<file path="src/rtl/alu_issue_sched.sv">
// alu_issue_sched: reservation station that buffers ALU-class ops, snoops two CDBs and issues one ready op per cycle
// Ports: clk/rst_n (async active-low), rdy global enable, clr flush.
//   dis_*  : dispatch request with operands, pending tags, imm, pc and destination tag; rs_full when no slot is free.
//   cdb0_* / cdb1_* : result broadcasts (cdb0 = ALU, cdb1 = LSB); cdb0 wins when both match.
//   alu_*  : registered ALU operands; alu_run marks a launched op, data outputs hold when idle.
// Optional: define ALU_ISSUE_PERF_EN to add perf_issue and perf_full_stall counters.
module alu_issue_sched #(
    parameter int RS_SZ     = 16,
    parameter int RS_SZ_LOG = 4,
    parameter int TAG_W     = 4
) (
    input  logic             clk,
    input  logic             rst_n,
    input  logic             rdy,
    input  logic             clr,
    input  logic             dis_valid,
    input  logic [3:0]       dis_optype,
    input  logic [3:0]       dis_opcode,
    input  logic [31:0]      dis_vj,
    input  logic [31:0]      dis_vk,
    input  logic             dis_qj_busy,
    input  logic             dis_qk_busy,
    input  logic [TAG_W-1:0] dis_qj,
    input  logic [TAG_W-1:0] dis_qk,
    input  logic [31:0]      dis_imm,
    input  logic [31:0]      dis_pc,
    input  logic [TAG_W-1:0] dis_rd,
    output logic             rs_full,
    input  logic             cdb0_valid,
    input  logic [TAG_W-1:0] cdb0_tag,
    input  logic [31:0]      cdb0_val,
    input  logic             cdb1_valid,
    input  logic [TAG_W-1:0] cdb1_tag,
    input  logic [31:0]      cdb1_val,
    output logic             alu_run,
    output logic [31:0]      alu_vj,
    output logic [31:0]      alu_vk,
    output logic [31:0]      alu_imm,
    output logic [31:0]      alu_pc,
    output logic [3:0]       alu_opcode,
    output logic [3:0]       alu_optype,
    output logic [TAG_W-1:0] alu_rd
`ifdef ALU_ISSUE_PERF_EN
    ,
    output logic [31:0]      perf_issue,
    output logic [31:0]      perf_full_stall
`endif
);
    logic [RS_SZ-1:0]   valid, busy_j, busy_k;
    logic [3:0]         e_optype [RS_SZ];
    logic [3:0]         e_opcode [RS_SZ];
    logic [31:0]        e_vj     [RS_SZ];
    logic [31:0]        e_vk     [RS_SZ];
    logic [31:0]        e_imm    [RS_SZ];
    logic [31:0]        e_pc     [RS_SZ];
    logic [TAG_W-1:0]   e_qj     [RS_SZ];
    logic [TAG_W-1:0]   e_qk     [RS_SZ];
    logic [TAG_W-1:0]   e_rd     [RS_SZ];
    logic [RS_SZ_LOG:0] cnt;
    logic [RS_SZ_LOG-1:0] free_idx, sel_idx;
    logic               has_sel, dis_go;
    logic               j0, j1, k0, k1;
    // Descending scan so the last hit is the lowest index; all searches use registered state only.
    always_comb begin
        cnt      = '0;
        free_idx = '0;
        sel_idx  = '0;
        has_sel  = 1'b0;
        for (int i = RS_SZ - 1; i >= 0; i--) begin
            cnt = cnt + (RS_SZ_LOG + 1)'(valid[i]);
            if (!valid[i]) free_idx = RS_SZ_LOG'(i);
            if (valid[i] && !busy_j[i] && !busy_k[i]) begin
                sel_idx = RS_SZ_LOG'(i);
                has_sel = 1'b1;
            end
        end
    end
    assign rs_full = cnt == (RS_SZ_LOG + 1)'(RS_SZ);
    assign dis_go  = dis_valid && !rs_full && rdy && !clr;
    // Dispatch-time bypass: an operand broadcast in the dispatch cycle is captured directly.
    assign j0 = dis_qj_busy && cdb0_valid && cdb0_tag == dis_qj;
    assign j1 = dis_qj_busy && cdb1_valid && cdb1_tag == dis_qj;
    assign k0 = dis_qk_busy && cdb0_valid && cdb0_tag == dis_qk;
    assign k1 = dis_qk_busy && cdb1_valid && cdb1_tag == dis_qk;
    always_ff @(posedge clk or negedge rst_n) begin
        if (!rst_n) begin
            valid      <= '0;
            alu_run    <= 1'b0;
            alu_vj     <= '0;
            alu_vk     <= '0;
            alu_imm    <= '0;
            alu_pc     <= '0;
            alu_opcode <= '0;
            alu_optype <= '0;
            alu_rd     <= '0;
        end else if (rdy) begin
            if (clr) begin
                valid   <= '0;
                alu_run <= 1'b0;
            end else begin
                alu_run <= has_sel;
                if (has_sel) begin
                    valid[sel_idx] <= 1'b0;
                    alu_vj         <= e_vj[sel_idx];
                    alu_vk         <= e_vk[sel_idx];
                    alu_imm        <= e_imm[sel_idx];
                    alu_pc         <= e_pc[sel_idx];
                    alu_opcode     <= e_opcode[sel_idx];
                    alu_optype     <= e_optype[sel_idx];
                    alu_rd         <= e_rd[sel_idx];
                end
                // free_idx is an invalid slot, so it never collides with sel_idx.
                if (dis_go) valid[free_idx] <= 1'b1;
            end
        end
    end
    // Payload needs no reset: it is only observed through valid.
    always_ff @(posedge clk) begin
        if (rdy && !clr) begin
            for (int i = 0; i < RS_SZ; i++) begin
                if (valid[i] && busy_j[i]) begin
                    if (cdb0_valid && cdb0_tag == e_qj[i]) begin
                        e_vj[i]   <= cdb0_val;
                        busy_j[i] <= 1'b0;
                    end else if (cdb1_valid && cdb1_tag == e_qj[i]) begin
                        e_vj[i]   <= cdb1_val;
                        busy_j[i] <= 1'b0;
                    end
                end
                if (valid[i] && busy_k[i]) begin
                    if (cdb0_valid && cdb0_tag == e_qk[i]) begin
                        e_vk[i]   <= cdb0_val;
                        busy_k[i] <= 1'b0;
                    end else if (cdb1_valid && cdb1_tag == e_qk[i]) begin
                        e_vk[i]   <= cdb1_val;
                        busy_k[i] <= 1'b0;
                    end
                end
            end
            if (dis_go) begin
                e_optype[free_idx] <= dis_optype;
                e_opcode[free_idx] <= dis_opcode;
                e_vj[free_idx]     <= j0 ? cdb0_val : j1 ? cdb1_val : dis_vj;
                e_vk[free_idx]     <= k0 ? cdb0_val : k1 ? cdb1_val : dis_vk;
                busy_j[free_idx]   <= dis_qj_busy && !j0 && !j1;
                busy_k[free_idx]   <= dis_qk_busy && !k0 && !k1;
                e_qj[free_idx]     <= dis_qj;
                e_qk[free_idx]     <= dis_qk;
                e_imm[free_idx]    <= dis_imm;
                e_pc[free_idx]     <= dis_pc;
                e_rd[free_idx]     <= dis_rd;
            end
        end
    end
`ifdef ALU_ISSUE_PERF_EN
    always_ff @(posedge clk or negedge rst_n) begin
        if (!rst_n) begin
            perf_issue      <= '0;
            perf_full_stall <= '0;
        end else if (rdy) begin
            if (has_sel && !clr) perf_issue <= perf_issue + 32'd1;
            if (dis_valid && rs_full) perf_full_stall <= perf_full_stall + 32'd1;
        end
    end
`else
    // Counters absent: no extra state or ports.
`endif
endmodule

</file>
<file path="config.mk">
export PLATFORM = sky130hd
export DESIGN_NAME = alu_issue_sched
export DESIGN_NICKNAME = d
export VERILOG_FILES = /design/src/rtl/alu_issue_sched.sv
export SDC_FILE = /design/constraint.sdc
export NUM_CORES = 2
export LEC_CHECK = 0
export BUFFER_PORTS_ARGS = -buffer_cell sky130_fd_sc_hd__buf_2
export CAP_MARGIN = 20
export CORE_AREA = 2 2 474 476
export DETAILED_ROUTE_END_ITERATION = 8
export DIE_AREA = 0 0 476 478
export PLACE_DENSITY_LB_ADDON = 0.05
export SLEW_MARGIN = 10
export SYNTH_ARGS = -nofsm -noshare
export SYNTH_HDL_FRONTEND = slang
export SYNTH_SLANG_ARGS = --single-unit
</file>
<file path="constraint.sdc">
create_clock -name clk -period 8.8 [get_ports clk]
set_input_delay 1.76 -clock clk [delete_from_list [all_inputs] [get_ports clk]]
set_output_delay 1.76 -clock clk [all_outputs]
set_load 0.01 [all_outputs]
</file>
* Word level (Yosys, flattened, before mapping)
Memories as Yosys holds them, arrays and structs flattened. A register that Yosys moved wholly into a read port is not among the register bits.
Index checks and enable logic that the tools add are counted.
** Word-level totals
- Register bits after elaboration :: 49
- Input port bits :: 229
- Logic and storage cells :: 846
- Bits in writable memories :: 2368
- Memories kept :: 9
- Output and inout bits :: 142
** Memories
- e_imm :: depth 16, width 32, rd ports 1, clocked after Yosys merged registers in 1, write ports 1, line 54 : logic [31:0] e_imm [RS_SZ];
- e_pc :: depth 16, width 32, rd ports 1, clocked after Yosys merged registers in 1, write ports 1, line 55 : logic [31:0] e_pc [RS_SZ];
- e_vj :: depth 16, width 32, rd ports 1, clocked after Yosys merged registers in 1, write ports 17, line 52 : logic [31:0] e_vj [RS_SZ];
- e_vk :: depth 16, width 32, rd ports 1, clocked after Yosys merged registers in 1, write ports 17, line 53 : logic [31:0] e_vk [RS_SZ];
- e_opcode :: depth 16, width 4, rd ports 1, clocked after Yosys merged registers in 1, write ports 1, line 51 : logic [3:0] e_opcode [RS_SZ];
- e_optype :: depth 16, width 4, rd ports 1, clocked after Yosys merged registers in 1, write ports 1, line 50 : logic [3:0] e_optype [RS_SZ];
- 3 more memories
** Operators by class
- Mux-type cells :: 517
- Reduce and logical (&&, ||, !) cells :: 192
- Magnitude comparators :: 4
- Add/sub/neg operators :: 15
- Equal/unequal tests :: 69
- Bitwise operators :: 36
** Operators with widths (count)
- 32-bit two-way mux :: 36
- 1-bit two-way mux :: 438
- 4-bit equality test :: 68
- 1-bit logical AND :: 146
- 4-bit two-way mux :: 32
- 16-bit two-way mux :: 7
- 5-bit by 1-bit adder with 5-bit output :: 11
- 1-bit zero test :: 45
- 16-bit bitwise mux :: 2
- 1-bit bitwise OR :: 32
- 16-bit AND :: 1
- 16-bit NOT :: 1
- 16-bit bitwise OR :: 1
- 4-bit by 5-bit less-than comparator with 1-bit output (second input constant) :: 2
- 1-bit demux with 4-bit select :: 2
- 4-bit by 1-bit >= comparator with 1-bit output (second input constant) :: 2
- 4-bit by 1-bit adder with 5-bit output :: 1
- 5-bit equality test (second input constant) :: 1
- 3-bit by 1-bit adder with 4-bit output :: 1
- 2-bit by 1-bit adder with 3-bit output :: 1
- 3-bit AND reduction :: 1
- 1-bit by 1-bit adder with 2-bit output :: 1
- 1-bit NOT :: 1

* Logic depth before layout (Yosys ltp)
- Depth in word-level cells :: 31
- Gate-level depth with buffers :: 22
- Gate-level depth less buffers :: 19

* Least setup slack after synthesis
No wires, ideal clock.
- Kind :: flip-flop to flip-flop
- Start point :: register valid[9]
- End point :: memory e_vk[11][0], enable pin
- Arrival time :: 8.812 ns
- Library setup time :: 0.390 ns
- Clock period less this slack :: 9.203 ns
- Stages on the path, launching flop included :: 20
- Setup slack :: -0.403 ns
- Required time :: 8.410 ns
- Buffers on the path :: 1
- Cells stage by stage :: dfrtp_1 -> clkbuf_1 -> inv_1 -> fa_1 -> inv_1 -> fa_1 -> fa_1 -> inv_1 -> fa_1 -> inv_1 -> ha_1 -> fa_1 -> xor2_1 -> nor2_1 -> o2111ai_1 -> nand3_1 -> nor2_1 -> nand3_1 -> nor2_1 -> a41o_1
** RTL lines
- start: declaration :: line 49 : logic [RS_SZ-1:0] valid, busy_j, busy_k;
- start signal: assignment :: line 87 : valid <= '0;
- start signal: assignment :: line 98 : valid <= '0;
- start signal: indexed assignment :: line 103 : valid[sel_idx] <= 1'b0;
- end: declaration :: line 53

* Worst setup path in the final report
- Start point :: register valid[5]
- End point :: memory e_rd[2][1], enable pin
** Between the ends
- Longest elaborated chain between the ends :: 14
- Elaborated cells between the ends (all ways) :: 20
- Those cells by class :: add/sub: 6; eq/ne: 1; mux: 9; reduce/logical: 4
** RTL lines
- 5-bit by 1-bit adder with 5-bit output (6 in series) :: line 70 : cnt = cnt + (RS_SZ_LOG + 1)'(valid[i]);
- 5-bit equality test :: line 78 : assign rs_full = cnt == (RS_SZ_LOG + 1)'(RS_SZ);
- 1-bit zero test :: line 79 : assign dis_go = dis_valid && !rs_full && rdy && !clr;
- 1-bit logical AND (3 in series) :: line 79
- 1-bit two-way mux :: line 140 : if (dis_go) begin
- 1-bit two-way mux :: line 119 : if (rdy && !clr) begin
- 1-bit two-way mux (not written as such) :: line 151 : e_rd[free_idx] <= dis_rd;
- end: declaration :: line 58 : logic [TAG_W-1:0] e_rd [RS_SZ];
Parallel ways exist; a longest one is shown, timed or not.

==> results.tsv <==
stage	metric	value	unit
floorplan	die height	478	um
clock_network	root buf cell	clkbuf_16	
placed_design	DP HPWL	264000	um
setup_path	CP Cell Sequence	inv_1 -> fa_1 -> inv_1 -> fa_1 -> fa_1 -> inv_1 -> fa_1 -> inv_1 -> ha_1 -> fa_1 -> xor2_1 -> nor2_1 -> o2111ai_1 -> nand3_1 -> nor2_1 -> nand3_4 -> inv_6 -> buf_4	
grt	initial antenna violation count	27	
setup_path	CP Launch Type	flip-flop	
pwr	P_int	21.4	mW
clock_network	clk sinks	2557	
floorplan	Die X	476	um
synth	Top FF cell, synth	edfxtp_1	
final_layout	share of cells above drive strength 1	15.4	%
timing	final setup violation count	0	
detailed_routing	post-route DRC violation count	0	
floorplan	Rows	174	
detailed_routing	vias per cell	7.18	
floorplan	I/O Pins	371	
clock_network	Post-CTS Resized	0	
pwr	Comb pwr share	7.9	%
setup_path	Worst Path Arrival	7740	ps
setup_path	Worst path slowest cell	inv_6	
detailed_routing	router iterations before antenna repair	9	
timing	Max-Slew Margin vs Limit	6.15	%
pwr	Switching Share	24.1	%
grt	gr usage total	40.3	%
synth	sequential area share after synthesis	62.4	%
setup_path	Crit path max-delay family	adder cells	
pwr	Sequential Power Share	49.9	%
placed_design	DP Area	127000	um2
timing	Fmax	141	MHz
clock_network	CTS tree	done	
clock_network	Clock transition at path regs	60	ps
synth	ys async rst share	6.14	%
floorplan	Initial Util	54.6	%
final_layout	Filler Cell Count	17367	
pwr	power share of the clock group	42.2	%
clock_network	Post CTS Setup Buffer Count	0	
grt	number of global-route vias before repair	84993	
timing	RSZ-0062 raised after global routing	no	
clock_network	total CTS buffers	291	
timing	Tmin final	7110	ps
final_layout	Layout Nets	9041	
setup_path	sum of buffers and inverters on the critical path	6	
pwr	leakage power	57.4	nW
setup_path	capturing point of the worst reg2reg path	e_rd[2][1]	
final_layout	P&R area growth vs syn	11.9	%
timing	Final Max Slew Viols	0	
setup_path	CP Data Required Time	9430	ps
synth	Cells after Synth	8787	
grt	grt ovf	0	
detailed_routing	Detailed Route Iter0 Violations	12218	
detailed_routing	final WL	466000	um
clock_network	Longest Clk Path Bufs	4	
final_layout	final core occ	61.1	%
synth	Post-Syn Area per Cell	13.9	um2
synth	number of synthesized register bits	2557	
detailed_routing	Wirelength per Cell	38.8	um
min_path	Hold Startpoint	alu_rd[3]	
floorplan	full die area	228000	um2
synth	Ys Warns	0	
setup_path	most frequent CP cell	fa_1	
detailed_routing	Vias	86273	
final_layout	Layout Cells excl Fill	12019	
timing	Final Hold Fails	0	
setup_path	critical path class	flip-flop to flip-flop	
synth	Synth Cell Area	122000	um2
setup_path	Worst R2R Start	valid[5]	
setup_path	Worst R2R Path Depth	18	
min_path	Hold EP	alu_rd[3]	
flow_run	Max-Cap Viols	0	
final_layout	final non-filler cell area	136000	um2
clock_network	clk_lat worst skew	970	ps
floorplan	core area	223000	um2
grt	largest net degree at the start of global routing	107	
placed_design	dpl cells	11486	
placed_design	GP Congestion	0.935	
clock_network	H-tree Lvls	5	
pwr	Psw	6.78	mW
setup_path	Crit. End Element	flip-flop	
pwr	peak supply drop	0.220	mV
synth	EDFF count, synth	2400	
timing	clock skew	61.1	ps
min_path	Hold Path Depth	1	
grt	global-route wire length before repair	649000	um
timing	fin crit share	80.8	%
synth	post-synth cell types	79	
setup_path	reg2reg setup slack	1690	ps
detailed_routing	post-detailed-route count of antenna-violating nets	0	
timing	setup_tns	0	ps
timing	actual slew at the worst max-slew pin	1410	ps
pwr	Pwr Density	206	nW/um2
setup_path	worst-path fanout max	68	
clock_network	cts hold-fix bufs	0	
run_status	status	complete, no violations	
min_path	worst min-delay path class	flip-flop to flip-flop	
setup_path	CP max stage delay	930	ps
synth	syn_nets	9031	
placed_design	# port buffers	370	
[through the flow]
step	power [mW]	hold slack [ps]	worst slack [ps]
global placement	16.4	483	1820
CTS	28.1	499	1740
floorplan	15.2	535	629
global route	28.7	521	1410
finish	28.1	497	1690
detailed placement	16.5	486	1760
[layer usage]
metal | vias to the layer above | global-route usage (%) | wire length, um
met5 | - | 0 | 155
met4 | 22 | 20.0 | 26300
met3 | 1355 | 10.0 | 54800
met2 | 6208 | 62.1 | 211000
met1 | 44306 | 53.2 | 174000
li1 | 34382 | - | -
[placed cells by master (no fill, tap or decap), types with 60 or more instances in the layout]
cell / n
clkbuf_1: 88
o32a_1: 91
nor2_1: 113
a22o_1: 108
and3_1: 88
clkbuf_16: 296
mux2i_1: 1982
edfxtp_1: 2400
xnor2_1: 66
a22oi_1: 272
nand3_1: 104
nand4_1: 112
xor2_1: 201
nor3_1: 78
dfrtp_1: 157
a21oi_1: 124
o21ai_0: 244
mux2_2: 138
a221oi_1: 130
buf_4: 274
a222oi_1: 97
inv_1: 75
nand2_1: 529
a221o_1: 60
buf_2: 371
[cell type report]
class                      count  area [um2]  area share [%]
clock inverter                95         941           0.690
sequential                  2557       76000            55.7
timing repair buffer         677        4500            3.30
multi-input combinational   5181       42600            31.3
inverter                      89         387           0.284
tap                         2992        3740            2.75
clock buffer                 412        8120            5.96
antenna                       16        40.0          0.0294
[state kept, by name, indices dropped and copies added, names as in the netlist]
register and flops:
e_vk 512, e_qj 64, e_optype 64, e_imm 512
alu_opcode 4, alu_run 1, alu_vk 32, e_opcode 64
alu_optype 4, alu_vj 32, e_rd 64, alu_rd 4
e_pc 512, e_vj 512, alu_pc 32, busy_j 16
valid 16, busy_k 16, alu_imm 32, e_qk 64
[cell families after synthesis]
family | share of synthesized area (%)
DFF | 62.4
and+or+nand+nor | 4.63
AOI/OAI and AO/OA | 9.88
muxes | 17.6
adders and majority gates | 0.216
xor gates and xnor gates | 1.92
buffers and inverters | 3.44
[worst max-delay path by stage]
stage                     cells after the start  slack (ps)      start           end
after global placement                       18        1820  valid[11]  e_imm[2][20]
after CTS                                    18        1740   valid[5]    e_rd[2][1]
final                                        18        1690   valid[5]    e_rd[2][1]
after floorplan                              18         630   valid[9]   e_imm[9][0]
after global routing                         18        1410   valid[5]    e_rd[2][1]
after detailed placement                     18        1760   valid[5]    e_pc[2][8]
[power groups by stage]
| stage | registers (mW) | clock network (mW) | logic [mW] |
|---|---|---|---|
| after floorplan | 14.2 | 0 | 0.999 |
| after global placement | 14.3 | 0 | 2.13 |
| after detailed placement | 14.3 | 0 | 2.18 |
| after CTS | 14.0 | 11.9 | 2.19 |
| after global routing | 14.0 | 12.3 | 2.36 |
| final | 14.0 | 11.9 | 2.23 |
[worst reg2reg max path: stages, from the launching register on]
cell and delay [ps]:
dfrtp_1 520, inv_1 160, fa_1 560, inv_1 60
fa_1 470, fa_1 500, inv_1 60, fa_1 480
inv_1 50, ha_1 210, fa_1 460, xor2_1 180
nor2_1 60, o2111ai_1 120, nand3_1 250, nor2_1 560
nand3_4 660, inv_6 950, buf_4 490
[synth_stat cells, drive strengths merged (14+ instances only)]
library cell | number | area [um2]
dfrtp | 157 | 3930
a211oi | 24 | 185
nor2 | 123 | 469
xor2 | 201 | 1760
nand2 | 557 | 2100
clkbuf | 676 | 2540
nor3 | 93 | 524
a222oi | 97 | 971
mux2 | 138 | 1550
mux2i | 1982 | 19800
nand3 | 132 | 666
a211o | 50 | 438
o2111ai | 29 | 254
a22o | 109 | 955
a32oi | 50 | 438
a2bb2oi | 18 | 158
and3 | 88 | 551
nor4 | 33 | 213
a221oi | 138 | 1260
buf | 284 | 1320
nand4 | 112 | 701
a21oi | 128 | 648
o32a | 91 | 911
nor3b | 14 | 140
o21ai | 327 | 1640
a22oi | 273 | 2050
edfxtp | 2400 | 72100
o211ai | 38 | 285
xnor2 | 66 | 578
o31ai | 17 | 128
o22a | 26 | 228
o221ai | 20 | 175
a221o | 60 | 601
inv | 88 | 330
a31oi | 55 | 344
Note: power is estimated with default switching activity, not from simulation.
